[src/rtl/golden_nonce_tx_pkg.sv]
// Shared types and framing constants for the golden-nonce UART transmitter.
package golden_nonce_tx_pkg;

  typedef enum logic [1:0] {
    IDLE  = 2'd0,
    START = 2'd1,
    DATA  = 2'd2,
    STOP  = 2'd3
  } tx_state_e;

  localparam int FRAME_BITS     = 10;
  localparam int DATA_BITS      = 8;
  localparam int BYTES_PER_WORD = 4;

endpackage

[src/rtl/nonce_fifo.sv]
// Synchronous first-word-fall-through FIFO; a pop frees the slot for a same-cycle push.
module nonce_fifo #(
  parameter int WIDTH = 32,
  parameter int DEPTH = 4
) (
  input  logic                     hash_clk,
  input  logic                     reset_n,
  input  logic                     wr_en,
  input  logic [WIDTH-1:0]         wr_data,
  input  logic                     rd_en,
  output logic [WIDTH-1:0]         rd_data,
  output logic [$clog2(DEPTH):0]   count,
  output logic                     full,
  output logic                     empty
);

  localparam int AW = $clog2(DEPTH);

  logic [WIDTH-1:0] mem [DEPTH];
  logic [AW-1:0]    wr_ptr;
  logic [AW-1:0]    rd_ptr;
  logic             do_wr;
  logic             do_rd;

  assign empty   = (count == '0);
  assign full    = (count == (AW+1)'(DEPTH));
  assign do_rd   = rd_en && !empty;
  assign do_wr   = wr_en && (!full || do_rd);
  assign rd_data = mem[rd_ptr];

  always_ff @(posedge hash_clk) begin
    if (!reset_n) begin
      wr_ptr <= '0;
      rd_ptr <= '0;
      count  <= '0;
    end else begin
      if (do_wr) wr_ptr <= wr_ptr + 1'b1;
      if (do_rd) rd_ptr <= rd_ptr + 1'b1;
      case ({do_wr, do_rd})
        2'b10:   count <= count + 1'b1;
        2'b01:   count <= count - 1'b1;
        default: count <= count;
      endcase
    end
  end

  // Storage carries data only, so it is left out of reset.
  always_ff @(posedge hash_clk) begin
    if (do_wr) mem[wr_ptr] <= wr_data;
  end

endmodule

[src/rtl/golden_nonce_tx.sv]
// Buffers golden nonces and sends each as four LSB-first 8N1 UART frames, byte0 first.
module golden_nonce_tx
  import golden_nonce_tx_pkg::*;
#(
  parameter int CLKS_PER_BIT = 868,
  parameter int FIFO_DEPTH   = 4
) (
  input  logic                          hash_clk,
  input  logic                          reset_n,
  input  logic [31:0]                   golden_nonce_in,
  input  logic                          golden_nonce_match,
  output logic                          uart_tx,
  output logic                          tx_busy,
  output logic [$clog2(FIFO_DEPTH):0]   fifo_count,
  output logic                          overflow
);

  localparam int CNT_W  = (CLKS_PER_BIT > 1) ? $clog2(CLKS_PER_BIT) : 1;
  localparam int BIT_W  = $clog2(DATA_BITS);
  localparam int BYTE_W = $clog2(BYTES_PER_WORD);

  tx_state_e          state;
  logic [CNT_W-1:0]   clk_cnt;
  logic [BIT_W-1:0]   bit_idx;
  logic [BYTE_W-1:0]  byte_idx;
  logic [31:0]        shift_word;
  logic [31:0]        fifo_rd_data;
  logic [DATA_BITS-1:0] cur_byte;
  logic               fifo_full;
  logic               fifo_empty;
  logic               pop;
  logic               bit_done;
  logic               last_byte;
  logic               line_bit;

  assign pop       = (state == IDLE) && !fifo_empty;
  assign bit_done  = (clk_cnt == CNT_W'(CLKS_PER_BIT - 1));
  assign last_byte = (byte_idx == BYTE_W'(BYTES_PER_WORD - 1));
  assign cur_byte  = shift_word[DATA_BITS-1:0];

  nonce_fifo #(
    .WIDTH (32),
    .DEPTH (FIFO_DEPTH)
  ) u_fifo (
    .hash_clk (hash_clk),
    .reset_n  (reset_n),
    .wr_en    (golden_nonce_match),
    .wr_data  (golden_nonce_in),
    .rd_en    (pop),
    .rd_data  (fifo_rd_data),
    .count    (fifo_count),
    .full     (fifo_full),
    .empty    (fifo_empty)
  );

  // Line level implied by the current state; registered one cycle later into uart_tx.
  always_comb begin
    line_bit = 1'b1;
    case (state)
      START:   line_bit = 1'b0;
      DATA:    line_bit = cur_byte[bit_idx];
      default: line_bit = 1'b1;
    endcase
  end

  always_ff @(posedge hash_clk) begin
    if (!reset_n) begin
      state    <= IDLE;
      clk_cnt  <= '0;
      bit_idx  <= '0;
      byte_idx <= '0;
      uart_tx  <= 1'b1;
      tx_busy  <= 1'b0;
      overflow <= 1'b0;
    end else begin
      uart_tx <= line_bit;
      tx_busy <= (state != IDLE) || (fifo_count != '0);
      if (golden_nonce_match && fifo_full && !pop) overflow <= 1'b1;

      case (state)
        IDLE: begin
          clk_cnt <= '0;
          if (pop) begin
            byte_idx <= '0;
            state    <= START;
          end
        end
        START: begin
          if (bit_done) begin
            clk_cnt <= '0;
            bit_idx <= '0;
            state   <= DATA;
          end else begin
            clk_cnt <= clk_cnt + 1'b1;
          end
        end
        DATA: begin
          if (bit_done) begin
            clk_cnt <= '0;
            if (bit_idx == BIT_W'(DATA_BITS - 1)) state <= STOP;
            else bit_idx <= bit_idx + 1'b1;
          end else begin
            clk_cnt <= clk_cnt + 1'b1;
          end
        end
        STOP: begin
          if (bit_done) begin
            clk_cnt <= '0;
            if (!last_byte) begin
              byte_idx <= byte_idx + 1'b1;
              state    <= START;
            end else begin
              state <= IDLE;
            end
          end else begin
            clk_cnt <= clk_cnt + 1'b1;
          end
        end
        default: state <= IDLE;
      endcase
    end
  end

  always_ff @(posedge hash_clk) begin
    if (pop) shift_word <= fifo_rd_data;
    else if (state == STOP && bit_done && !last_byte) shift_word <= shift_word >> DATA_BITS;
  end

endmodule

[config.mk]
export PLATFORM = sky130hd
export DESIGN_NAME = golden_nonce_tx
export DESIGN_NICKNAME = d
export VERILOG_FILES = /design/src/rtl/golden_nonce_tx_pkg.sv /design/src/rtl/nonce_fifo.sv /design/src/rtl/golden_nonce_tx.sv
export SDC_FILE = /design/constraint.sdc
export NUM_CORES = 1
export LEC_CHECK = 0
export CAP_MARGIN = 0
export CORE_MARGIN = 5
export CORE_UTILIZATION = 59
export DETAILED_ROUTE_END_ITERATION = 16
export GPL_ROUTABILITY_DRIVEN = 0
export PLACE_DENSITY = 0.91
export RECOVER_POWER = 50
export SETUP_SLACK_MARGIN = 0.3
export SYNTH_ARGS = -nofsm -noshare
export SYNTH_HDL_FRONTEND = slang
export SYNTH_SLANG_ARGS = --single-unit
[constraint.sdc]
create_clock -name hash_clk -period 4.5 [get_ports hash_clk]
set_input_delay 0.675 -clock hash_clk [delete_from_list [all_inputs] [get_ports hash_clk]]
set_output_delay 0.675 -clock hash_clk [all_outputs]
set_load 0.1 [all_outputs]
==> flow_summary.toml <==
[pwr]
clkPwrFrac_pct = 27.2
power_frac_comb_pct = 26.0
peakVddDrop_uv = 299
switching_share_pct = 30.4
p_per_area_nw_per_um2 = 620
pwr-share-seq_pct = 46.8
leakage_nw = 2.94
internal_power_mw = 3.73
power_switching_mw = 1.63

[global_route]
grt-ovfl-total = 0
grt_max_degree = 37
grt_pass1_vias = 4199
grt_usage_pct = 19.5
grt_pass1_wl_um = 21500
antenna_found_initial = 0

[clock_network]
cts_buffers = 17
clock_path_buffers = 2
cts_root_buf = "clkbuf_16"
cts.sinks = 189
htreeDepth = 4
cts_tree = "built"
postCtsHoldBufs = 0
clk_pin_slew_ns = 0.06
post_cts_buffers = 0
cts-resized-gates = 0
clk_latency_ns = 0.42

[flow_run]
drv_cap = 1

[critical_path]
critical_path.top_delay_family = "buffers and inverters"
cp-start-kind = "register"
arrival_ns = 3.37
crit_chain = "inv_1 > ha_1 > o31a_1 > clkbuf_1 > nor3_1 > or3_1 > and3_1"
worst-path-buf-inv = 2
cp_slowest_stage_delay_ns = 1.11
cp_max_fo = 36
r2r-start = "state[0]$_SDFFE_PN0P_"
crit_required_ns = 4.82
crit_type = "register to register"
worstSetupEndpointType = "register"
cp_slowest_cell = "clkbuf_1"
critical_path.startpoint = "state[0]$_SDFFE_PN0P_"

[routing]
vias = 3901
drtIter0Drc = 310
dr.pass1.iters = 4
wl_per_cell_um = 19.3
wl_met3_um = 516
drc_errors = 0
drt_wl_total_um = 13200
vias_per_cell = 5.69
met2_wirelength_um = 7440
dr.max_layer_used = "met4"
wl_met1_um = 5130
ant_nets = 0

[die]
coreArea_um2 = 12500
start_util_pct = 59.6
io_pins = 41
rows = 41
die_area_um2 = 15000
dieWidth_um = 122
die_h_um = 122

[status]
outcome = "finished, violations left"
violations = "max-capacitance violations, max-slew violations"

[sta]
setup_tns_ns = 0
fmax_ghz = 0.327
hold_viol = 0
drv_slew = 37
relSlewSlack_pct = -2.80
fin_crit_sh_pct = 67.9
post-route-min-period_ns = 3.05
whs_ns = 0.485
fin_skew_ns = 0.00663
rsz0062_at_grt = "false"
finalSetupViolCount = 0
tightest_slew_ns = 1.54

[final_layout]
syn2layout_area_growth_pct = 15.8
antenna_cells = 0
finish.instance_area_um2 = 8640
final-instance-count-excl-fill = 685
nets = 549
finalCoreUtilization_pct = 69.1
final_common_cell = "edfxtp_1"
final_cell_mix = "edfxtp_1 (160), nand2_1 (81), mux4_2 (34)"
drive_above_1_share_pct = 14.6

[synth]
synth.avg_cell_area_um2 = 16.6
netlist-cell-type-count = 46
ys_ff_latch = 189
synth-edff-count = 160
yosysTopAreaCellShare_pct = 64.4
netlist.top_cell.by_area = "edfxtp_1"
synth_flop_cell = "edfxtp_1"
yosysWarnings = 0
ys_seq_area_share_pct = 72.1
async_flop_share_pct = 0
netlist_area_um2 = 7470
synth_area_leaders = "edfxtp_1 (64%), mux4_2 (10%), dfxtp_1 (7.8%)"
synth_cells = 450
syn_nets = 499

[placement]
post-place-cells = 653
placed_cell_area_um2 = 8090
port_buffers = 40
post-dp-hpwl_um = 8050

[worst_hold_path]
hold_class = "register to register"
hold_start = "clk_cnt[0]$_SDFF_PP0_"
## state kept, by name, indices dropped and copies added, names as in the netlist, named ones only
signal,flops
u_fifo.mem,128
shift_word,32
clk_cnt,10
bit_idx,3
u_fifo.count,3
byte_idx,2
state,2
u_fifo.rd_ptr,2
u_fifo.wr_ptr,2
overflow,1
tx_busy,1
uart_tx,1
## worst paths after layout
kind / to / slack, ns / cells past startpoint
max reg2reg: u_fifo.count[0]$_SDFFE_PN0P_ / 1.45 / 7
min reg2reg: clk_cnt[0]$_SDFF_PP0_ / 0.48 / 1
max: u_fifo.count[0]$_SDFFE_PN0P_ / 1.45 / 7
min: clk_cnt[0]$_SDFF_PP0_ / 0.48 / 1
## kinds of logic (layout without fill, tap and decap cells)
family                   Yosys count  count (layout)  share of synthesized area, %
XOR/XNOR                          11              11                          1.29
multiplexers                      40              40                          11.1
buffers and inverters             28              91                          1.46
AND/OR/NAND/NOR                  151             151                          9.70
adder cells (fa/ha/maj)           14              14                          2.45
AO/OA/AOI/OAI                     17              17                          1.89
flip-flops                       189             189                          72.1
## area by class of cell
cell class / instances / area, um^2
Tap cell: 172 / 215
Fill cell: 802 / 3870
Clock buffer: 18 / 429
Clock inverter: 14 / 151
Sequential cell: 189 / 5390
Inverter: 12 / 45.0
Timing Repair Buffer: 47 / 449
Multi-Input combinational cell: 233 / 1970
## synthesized netlist by cell type, types with 2 or more instances
library cell and n:
dfxtp_1 29, or3_1 3, buf_1 2, mux2i_1 5
mux4_2 34, inv_1 12, xnor2_1 6, and3_1 2
ha_1 13, nor4b_1 2, nand2b_1 2, nor3_1 2
o31a_1 2, edfxtp_1 160, xor2_1 5, nand2_1 81
nand3b_1 3, clkbuf_1 11, buf_2 3, nand3_1 5
nor2b_1 3, o21ai_0 4, nor4_1 2, and2_1 18
nand4_1 3, a21oi_1 2, nor2_1 17
## power groups by stage
stage / registers [mW] / clock network (mW) / logic [mW]
after floorplan: 2.63 / 0 / 0.911
after global placement: 2.52 / 0 / 1.35
after detailed placement: 2.55 / 0 / 1.40
after CTS: 2.51 / 1.48 / 1.42
after global routing: 2.54 / 1.56 / 1.53
final: 2.51 / 1.46 / 1.39
## routing by layer
metal	GRT usage, %	vias to the layer above
met5	0	-
met4	6.37	0
met3	4.88	12
met2	35.2	106
met1	22.9	1993
li1	-	1790
## stage by stage
| stage | setup WS [ns] | power, mW |
|---|---|---|
| floorplan | 0.441 | 3.54 |
| global placement | 1.95 | 3.86 |
| detailed placement | 1.87 | 3.95 |
| CTS | 1.65 | 5.41 |
| global route | 1.26 | 5.63 |
| finish | 1.45 | 5.36 |
Note: power is estimated with default switching activity, not from simulation.
